File: src/rtl/mem_arbiter.sv
// Two-port (fetch/data) arbiter sharing one synchronous memory through an IDLE/ACC/RESP FSM.
// Define MEM_ARB_ROUND_ROBIN_EN for round-robin arbitration; by default data has fixed priority.
module mem_arbiter (
  input  logic        clk,
  input  logic        clr,
  input  logic        if_req,
  input  logic [7:0]  if_addr,
  output logic        if_gnt,
  output logic        if_rvalid,
  output logic [31:0] if_rdata,
  input  logic        d_req,
  input  logic        d_we,
  input  logic [7:0]  d_addr,
  input  logic [31:0] d_wdata,
  output logic        d_gnt,
  output logic        d_rvalid,
  output logic [31:0] d_rdata,
  output logic        mem_en,
  output logic        mem_wen,
  output logic [7:0]  mem_addr,
  output logic [31:0] mem_wdata,
  input  logic [31:0] mem_rdata,
  output logic        busy
);

  typedef enum logic [1:0] {
    IDLE = 2'd0,
    ACC  = 2'd1,
    RESP = 2'd2
  } state_t;

  state_t      r_state;
  state_t      w_next;
  logic        r_winner;
  logic        r_we;
  logic [7:0]  r_addr;
  logic [31:0] r_wdata;
  logic [31:0] r_if_rdata;
  logic [31:0] r_d_rdata;
  logic        w_any_req;
  logic        w_pick_d;

  assign w_any_req = if_req | d_req;

`ifdef MEM_ARB_ROUND_ROBIN_EN
  // r_last_d: 1 when the data port won the most recent grant
  logic r_last_d;

  assign w_pick_d = d_req & (~if_req | ~r_last_d);

  always_ff @(posedge clk or negedge clr) begin
    if (!clr) begin
      r_last_d <= 1'b0;
    end else if (r_state == IDLE && w_any_req) begin
      r_last_d <= w_pick_d;
    end
  end
`else
  assign w_pick_d = d_req;
`endif

  always_ff @(posedge clk or negedge clr) begin
    if (!clr) begin
      r_state    <= IDLE;
      r_winner   <= 1'b0;
      r_we       <= 1'b0;
      r_addr     <= 8'h00;
      r_wdata    <= 32'h0;
      r_if_rdata <= 32'h0;
      r_d_rdata  <= 32'h0;
    end else begin
      r_state <= w_next;
      if (r_state == IDLE && w_any_req) begin
        r_winner <= w_pick_d;
        r_we     <= w_pick_d & d_we;
        r_addr   <= w_pick_d ? d_addr : if_addr;
        if (w_pick_d) begin
          r_wdata <= d_wdata;
        end
      end
      if (r_state == RESP) begin
        if (r_winner) begin
          r_d_rdata <= mem_rdata;
        end else begin
          r_if_rdata <= mem_rdata;
        end
      end
    end
  end

  // Strobes are decoded from state so an asynchronous reset drops them immediately
  always_comb begin
    w_next    = r_state;
    mem_en    = 1'b0;
    mem_wen   = 1'b0;
    if_gnt    = 1'b0;
    d_gnt     = 1'b0;
    if_rvalid = 1'b0;
    d_rvalid  = 1'b0;
    if_rdata  = r_if_rdata;
    d_rdata   = r_d_rdata;
    case (r_state)
      IDLE: begin
        if (w_any_req) begin
          w_next = ACC;
        end
      end
      ACC: begin
        mem_en  = 1'b1;
        mem_wen = r_we;
        if (r_winner) begin
          d_gnt = 1'b1;
        end else begin
          if_gnt = 1'b1;
        end
        w_next = r_we ? IDLE : RESP;
      end
      RESP: begin
        if (r_winner) begin
          d_rvalid = 1'b1;
          d_rdata  = mem_rdata;
        end else begin
          if_rvalid = 1'b1;
          if_rdata  = mem_rdata;
        end
        w_next = IDLE;
      end
      default: begin
        w_next = IDLE;
      end
    endcase
  end

  assign mem_addr  = r_addr;
  assign mem_wdata = r_wdata;
  assign busy      = (r_state != IDLE);

endmodule

File: config.mk
export PLATFORM = sky130hd
export DESIGN_NAME = mem_arbiter
export DESIGN_NICKNAME = d
export VERILOG_FILES = /design/src/rtl/mem_arbiter.sv
export SDC_FILE = /design/constraint.sdc
export NUM_CORES = 1
export LEC_CHECK = 0
export CAP_MARGIN = 25
export CORE_UTILIZATION = 45
export DETAILED_ROUTE_END_ITERATION = 10
export GPL_ROUTABILITY_DRIVEN = 1
export PLACE_DENSITY = 0.84
export SETUP_SLACK_MARGIN = 0.4
export SLEW_MARGIN = 10
export SYNTH_ARGS = -nofsm -noshare
export SYNTH_HDL_FRONTEND = slang
export SYNTH_SLANG_ARGS = --single-unit
File: constraint.sdc
create_clock -name clk -period 2.2 [get_ports clk]
set_input_delay 0.22 -clock clk [delete_from_list [all_inputs] [get_ports clk]]
set_output_delay 0.22 -clock clk [all_outputs]
set_load 0.05 [all_outputs]
==> qor.yml, run 1 <==
gr-total-overflow: 0
crit_path_cell_trace: "buf_4 > nand3b_2 > buf_12 > mux2_2 > buf_4"
grt_max_degree: 47
rsz0062_at_grt: "yes"
setup_violations: 0
final.setup_skew_ns: 0.0187
areaGrowthSynthToFinish_pct: 63.5
cts.path.max_buffers: 2
layout.nets: 566
crit_slowest_cell: "sky130_fd_sc_hd__dfrtp_2"
synth_cell_types: 18
clk_pin_slew_ns: 0.11
layout_cell_share_with_drive_strength_beyond_1_pct: 50.4
ctsHtreeMaxLevel: 3
finalCriticalPeriod_ns: 2.13
worst_max_slew_pin_slew_ns: 0.591
setup_tns_ns: 0
via_per_inst: 4.77
tritoncts: "yes"
synthCells: 248
grt_pass1_vias: 3240
floorplan.io_pins: 196
wirelength_um: 11300
layout_common_cells: "106 x sky130_fd_sc_hd__dfrtp_1, 104 x sky130_fd_sc_hd__clkdlybuf4s50_1, 69 x sky130_fd_sc_hd__mux2_2"
fin_crit_sh_pct: 96.8
finalMaxSlewViolations: 0
outcome: "complete, no violations"
avgSynthCellArea_sq_um: 17.4
num_antenna_cells: 0
critPathLaunchType: "flop"
first_pass_iters: 4
grtUsageTotal_pct: 21.7
clock_latency_ns: 0.36
grt_antenna_before_repair: 0
setup.worst_path.end_class: "output port"
cpPeakStageDelay_ns: 0.44
numPortBuffers: 195
critical_path_peak_fanout: 17
achievable-frequency_mhz: 470
synth_seq_cells: 108
timing.final.hold_violations: 0
synthesis.yosys.warnings: 0
die_area_sq_um: 9970
synthesis.nets: 333
drc: 0
grt_first_pass_wirelength_um: 16600
final_common_cell: "sky130_fd_sc_hd__dfrtp_1"
cp.arrival_ns: 1.91
core.rowCount: 35
route.vias.total: 2936
timing_worst_setup_path_type: "flop to output port"
seq_area_frac_synth_pct: 62.7
hp-class: "primary input to asynchronous set/reset pin"
cp.required_ns: 1.98
count_of_maximum_capacitance_violations: 0
cts-root-buf: "sky130_fd_sc_hd__clkbuf_8"
die_width_um: 99.9
clock_net_sink_count: 108
num-fill-cells: 584
detail-route-antenna-nets: 0
wire_per_inst_um: 18.4
core_sq_um: 9240
rd_place_congestion: 0.751
detailedPlacementHpwl_um: 7230
max-slew-margin-rel_pct: 60.6
cts_made_buffers: 9
worst_path_most_repeated_cell: "sky130_fd_sc_hd__buf_4"
synth_area_sq_um: 4310
floorplan.die.height_um: 99.9
drt-initial-drc-count: 67
initial_utilization_pct: 46.6
## area by class of cell
class	instances	area (sq um)	area share (%)
inverters	4	15.0	0.213
clock inverters	5	37.5	0.533
clock buffers	11	131	1.86
flip-flops and latches	108	2710	38.4
multi-input cells	125	1540	21.8
well taps	129	161	2.29
repair buffers	233	2460	34.9
## kinds of logic (layout without fill, tap and decap cells)
| kind of cell | after synthesis | in the layout | share of synthesized area (%) |
|---|---|---|---|
| simple gates | 9 | 10 | 1.68 |
| compound gates | 3 | 3 | 0.493 |
| flops | 108 | 108 | 62.7 |
| buf+inv | 16 | 253 | 3.43 |
| mux | 112 | 112 | 31.7 |
## registers in the layout, summed over array words and instances, names as in the netlist
name,flops
r_d_rdata,32
r_we,1
r_state,2
mem_wdata,32
r_winner,1
r_if_rdata,32
mem_addr,8
## what timing repair did
action,CTS,global route
hold endpoints to repair,44,0
gates cloned,2,4
gates resized for setup,70,34
endpoints found under the setup margin,69,95
buffers inserted,11,11
hold buffers,1,0
pin swaps,1,0
## final timing paths
kind	slack [ns]	depth (start not counted)	to	startpoint
worst max-delay path	0.07	5	d_rdata[14]	r_winner
worst min-delay path	0.39	2	r_d_rdata[8]	clr
worst max register to register	0.49	6	mem_wdata[13]	r_state[0]
worst min register to register	0.48	1	r_state[1]	r_we
max in group asynchronous	1.11	3	mem_wdata[13]	clr
min in group clk	0.46	2	r_we	d_we
## cell usage after synthesis, drive strengths merged
master,n,share of area (%)
and2,3,0.49
or2b,1,0.17
o21ai,1,0.12
a22o,1,0.20
a21o,1,0.17
nor2,3,0.32
inv,4,0.35
nand3b,1,0.26
nor3b,1,0.44
mux2,112,32
dfrtp,108,63
buf,12,3.1
## metal layers
| layer | vias up | part of all wire (%) | track usage [%] |
|---|---|---|---|
| met1 | 1478 | 42 | 27.1 |
| met4 | 0 | 1.2 | 6.00 |
| li1 | 1332 | - | - |
| met2 | 115 | 52 | 37.9 |
| met5 | - | 0 | 0 |
| met3 | 11 | 5.6 | 4.87 |
## metrics by stage
step                      util, %  instance area (sq um)  setup slack [ns]  hold slack [ns]  instances
after CTS                    73.9                   6830            0.0842            0.409        600
after global routing         76.3                   7050           0.00820            0.444        615
after floorplan                 -                   4310             0.483          -0.0756        248
after global placement       67.8                   6270             0.385            0.247        570
final                        76.3                   7050            0.0711            0.391        615
after detailed placement     67.8                   6270             0.298            0.258        570
## worst max-delay path: cells and delay by family, from the launching register on
| kind | cells | cell delay, ns |
|---|---|---|
| buffers and inverters | 3 | 0.55 |
| AND/OR/NAND/NOR | 1 | 0.18 |
| multiplexers | 1 | 0.38 |
| flip-flops | 1 | 0.44 |
Power of run 1 is left out: the tool's default activity adds up to more than one toggle a clock period on the data nets, which glitch-free logic cannot reach.
==> run 2: changes to the inputs <==
Settings changed: CORE_UTILIZATION 45 to 42, PLACE_DENSITY 0.84 to 0.79.
Clock period 2.2 ns to 2 ns, I/O delays scaled along.
==> qor.yml, run 2 (synthesis gave the netlist of run 1 again) <==
grt_first_pass_wirelength_um: 16100  # -3.0%
fin_crit_sh_pct: 103
critical_path_peak_fanout: 5  # -12
rsz0062_at_grt: "yes"
drc: 0  # unchanged
grt_max_degree: 47  # unchanged
layout.nets: 565  # -0.18%
core.rowCount: 36  # +2.9%
wire_per_inst_um: 19.3  # +5.1%
grt_antenna_before_repair: 0  # unchanged
max-slew-margin-rel_pct: 65.6  # +5.0 points
first_pass_iters: 4  # unchanged
clock_latency_ns: 0.36  # about the same
floorplan.die.height_um: 103  # +3.4%
finalCriticalPeriod_ns: 2.05
die_width_um: 103  # +3.4%
areaGrowthSynthToFinish_pct: 70.7
timing.final.hold_violations: 0  # unchanged
finalMaxSlewViolations: 0  # unchanged
tritoncts: "yes"
clock_net_sink_count: 108  # unchanged
floorplan.io_pins: 196  # unchanged
route.vias.total: 2980  # +1.5%
initial_utilization_pct: 43.7  # -3.0 points
postLayoutSetupSlackWorst_ns: -0.0510  # -0.122 ns
layout_common_cells: "107 x sky130_fd_sc_hd__dfrtp_1, 83 x sky130_fd_sc_hd__clkdlybuf4s50_1, 64 x sky130_fd_sc_hd__mux2_4"
final.setup_skew_ns: 0.00823  # -0.0105 ns
wirelength_um: 11900  # +5.4%
gr-total-overflow: 0  # unchanged
worst_max_slew_pin_slew_ns: 0.516  # -0.0752 ns
setup.worst_path.end_class: "output port"
via_per_inst: 4.83  # +1.2%
num_antenna_cells: 0  # unchanged
rd_place_congestion: 0.690  # -8.1%
violations: "negative setup slack"
final_common_cell: "sky130_fd_sc_hd__dfrtp_1"
hp-class: "primary input to asynchronous set/reset pin"
cp.required_ns: 1.80  # -0.18 ns
die_area_sq_um: 10700  # +7.0%
clk_pin_slew_ns: 0.09  # -0.02 ns
critPathLaunchType: "flop"
count_of_maximum_capacitance_violations: 0  # unchanged
achievable-frequency_mhz: 488
cts_made_buffers: 9  # unchanged
drt-initial-drc-count: 94  # +40%
ctsHtreeMaxLevel: 3  # unchanged
detail-route-antenna-nets: 0  # unchanged
timing_worst_setup_path_type: "flop to output port"
outcome: "complete, but fails checks"
detailedPlacementHpwl_um: 7220  # -0.14%
placement.setup.worst_slack_ns: 0.297  # -0.000243 ns
cp.arrival_ns: 1.85  # -0.06 ns
core_sq_um: 9860  # +6.8%
cts-root-buf: "sky130_fd_sc_hd__clkbuf_8"
grt_pass1_vias: 3221  # -0.59%
layout_cell_share_with_drive_strength_beyond_1_pct: 50.6  # +0.21 points
setup_violations: 60  # +60
numPortBuffers: 195  # unchanged
grtUsageTotal_pct: 20.4  # -1.3 points
cts.path.max_buffers: 2  # unchanged
[run 2: cell type report]
class	instances	area, sq um
repair buffers	232	2690
fillers	586	2500
inverters	4	15.0
flip-flops and latches	108	2700
clock buffers	10	138
clock inverters	5	37.5
multi-input cells	125	1610
well taps	133	166
[run 2: path summary, 6_finish.rpt]
check | slack, ns | to | depth (start not counted) | start
setup / recovery | -0.05 | if_rdata[3] | 5 | r_state[0]
hold / removal | 0.36 | mem_wdata[22] | 2 | clr
setup reg to reg | 0.33 | mem_wdata[3] | 6 | r_state[0]
hold reg to reg | 0.48 | r_state[1] | 1 | r_we
max in group asynchronous | 0.93 | r_if_rdata[18] | 3 | clr
min in group clk | 0.45 | mem_wdata[24] | 2 | d_wdata[24]
[run 2: metrics by stage]
stage / utilization (%) / TNS [ns] / hold WS [ns] / std cells / instance area, sq um
after global placement: 65.1 / 0 / 0.210 / 573 / 6430
after global routing: 74.6 / -7.36 / 0.379 / 617 / 7360
after floorplan: - / 0 / -0.0956 / 248 / 4310
final: 74.6 / -1.54 / 0.357 / 617 / 7360
after detailed placement: 65.1 / 0 / 0.210 / 573 / 6430
after CTS: 70.6 / -3.68 / 0.356 / 598 / 6960
[run 2: routing by layer]
metal,track usage [%],wire [um]
met5,0,0
met4,8.34,282
met3,6.92,713
met2,37.0,6350
met1,21.9,4550
[run 2: worst max-delay path, cell delays in order (launching register included)]
cell and delay, ns:
sky130_fd_sc_hd__dfrtp_1 0.43, sky130_fd_sc_hd__nor3b_4 0.25, sky130_fd_sc_hd__buf_6 0.17, sky130_fd_sc_hd__buf_12 0.13, sky130_fd_sc_hd__mux2_2 0.35, sky130_fd_sc_hd__buf_6 0.16
[run 2: what timing repair did]
action                     CTS  global route
pin swaps                    2             2
gates resized for setup    128            48
gates cloned                 2             7
setup endpoints to repair  111            90
hold buffers                 1             0
hold endpoints to repair    38             0
buffers inserted             7            12
Power of run 2 is left out for the same reason.
==> run 3: changes to the inputs <==
Settings changed: PLACE_DENSITY 0.79 to 0.81.
==> qor.yml, run 3 (synthesis gave the netlist of run 1 again) <==
drt-initial-drc-count: 74  # -21%
grtUsageTotal_pct: 21.8  # +1.3 points
worst_max_slew_pin_slew_ns: 0.521  # +0.00511 ns
die_width_um: 103  # unchanged
violations: "negative setup slack"
hp-class: "primary input to asynchronous set/reset pin"
critical_path_buf_inv_count: 3  # unchanged
postLayoutSetupSlackWorst_ns: -0.0267  # +0.0243 ns
final_common_cell: "sky130_fd_sc_hd__dfrtp_1"
cp_top_family: "buffers and inverters"
grt_antenna_before_repair: 0  # unchanged
die_area_sq_um: 10700  # unchanged
worst_path_most_repeated_cell: "sky130_fd_sc_hd__buf_6"
layout_cell_share_with_drive_strength_beyond_1_pct: 49.8  # -0.83 points
met1Wirelength_um: 4680  # +2.8%
grt_first_pass_wirelength_um: 17000  # +6.0%
grt_max_degree: 41  # -13%
timing_worst_setup_path_type: "flop to output port"
count_of_maximum_capacitance_violations: 0  # unchanged
layout_common_cells: "107 x sky130_fd_sc_hd__dfrtp_1, 83 x sky130_fd_sc_hd__clkdlybuf4s50_1, 64 x sky130_fd_sc_hd__mux2_4"
detailedPlacementHpwl_um: 7660  # +6.0%
core_sq_um: 9860  # unchanged
numPortBuffers: 195  # unchanged
wirelength_um: 12700  # +6.9%
outcome: "complete, but fails checks"
cp.arrival_ns: 1.83  # -0.02 ns
achievable-frequency_mhz: 493  # +1.2%
final_util_pct: 75.3  # +0.66 points
grt_pass1_vias: 3199  # -0.68%
cpPeakStageDelay_ns: 0.44  # about the same
critPathLaunchType: "flop"
cts_made_buffers: 9  # unchanged
rd_place_congestion: 0.721  # +4.5%
ctsHtreeMaxLevel: 3  # unchanged
rsz0062_at_grt: "yes"
areaGrowthSynthToFinish_pct: 72.2
route.vias.total: 3034  # +1.8%
num_antenna_cells: 0  # unchanged
wire_per_inst_um: 20.9  # +8.4%
cp.required_ns: 1.80  # about the same
crit_slowest_cell: "sky130_fd_sc_hd__dfrtp_2"
max-slew-margin-rel_pct: 65.4  # -0.20 points
clock_latency_ns: 0.35  # about the same
via_per_inst: 4.98  # +3.1%
gr-total-overflow: 0  # unchanged
finalCriticalPeriod_ns: 2.03  # -0.0243 ns
wl_met2_um: 7040  # +11%
cts-root-buf: "sky130_fd_sc_hd__clkbuf_8"
setup_tns_ns: -0.531  # +1.01 ns
first_pass_iters: 4  # unchanged
drc: 0  # unchanged
clock_net_sink_count: 108  # unchanged
clk_pin_slew_ns: 0.11  # +0.02 ns
fin_crit_sh_pct: 101  # -1.2 points
critical_path_peak_fanout: 16  # +11
layout.nets: 556  # -1.6%
initial_utilization_pct: 43.7  # unchanged
crit_path_cell_trace: "nor3b_4 > buf_6 > buf_16 > mux2_4 > buf_6"
timing.final.hold_violations: 0  # unchanged
placement.setup.worst_slack_ns: 0.297  # -0.000706 ns
setup.worst_path.end_class: "output port"
topmost_layer_with_routed_signal_wires: "met4"
core.rowCount: 36  # unchanged
floorplan.die.height_um: 103  # unchanged
setup_violations: 41  # -32%
finalMaxSlewViolations: 0  # unchanged
final.setup_skew_ns: 0.00671  # -0.00152 ns
cts.path.max_buffers: 2  # unchanged
tritoncts: "yes"
floorplan.io_pins: 196  # unchanged
detail-route-antenna-nets: 0  # unchanged
route.met3.wl_um: 729  # +2.2%
[run 3: changes by cell type in the layout (fill, tap and decap cells not counted), moves of 2 or more]
cell	previous run	this run
sky130_fd_sc_hd__buf_12	19	38
sky130_fd_sc_hd__buf_6	51	33
sky130_fd_sc_hd__buf_8	17	8
sky130_fd_sc_hd__clkinvlp_4	2	0
[run 3: final cells by class]
type | instances | area (sq um)
Clock buffer | 9 | 124
Clock inverter | 7 | 56.3
Fill cell | 603 | 2440
Inverter | 4 | 15.0
Multi-Input combinational cell | 124 | 1610
Sequential cell | 108 | 2700
Tap cell | 133 | 166
Timing Repair Buffer | 224 | 2750
[run 3: path summary, 6_finish.rpt]
kind | startpoint | endpoint | slack, ns | cells after the start
max | r_winner | if_rdata[8] | -0.03 | 5
max in group asynchronous | clr | r_if_rdata[14] | 0.96 | 3
min | clr | mem_wdata[7] | 0.31 | 2
min in group clk | d_we | r_we | 0.44 | 2
max reg2reg | r_state[0] | mem_wdata[21] | 0.33 | 6
min reg2reg | r_we | r_state[1] | 0.46 | 1
[run 3: through the flow]
step                      area [sq um]  hold slack, ns  instances
after floorplan                   4310         -0.0956        248
final                             7420           0.309        609
after detailed placement          6660           0.141        572
after global routing              7420           0.313        609
after CTS                         7120           0.302        597
after global placement            6660           0.142        572
[run 3: timing repair]
action,4_1_cts,5_1_grt
setup buffers,7,3
resized for setup,114,26
hold buffers,1,0
endpoints found under the hold margin,24,0
gates cloned,1,9
pin swaps,4,1
endpoints found under the setup margin,109,103
[run 3: layer usage]
metal	global-route usage, %	vias up
met5	0	-
met4	8.99	0
met3	4.97	18
met2	40.9	135
met1	23.6	1569
li1	-	1312
Power of run 3 is left out for the same reason.
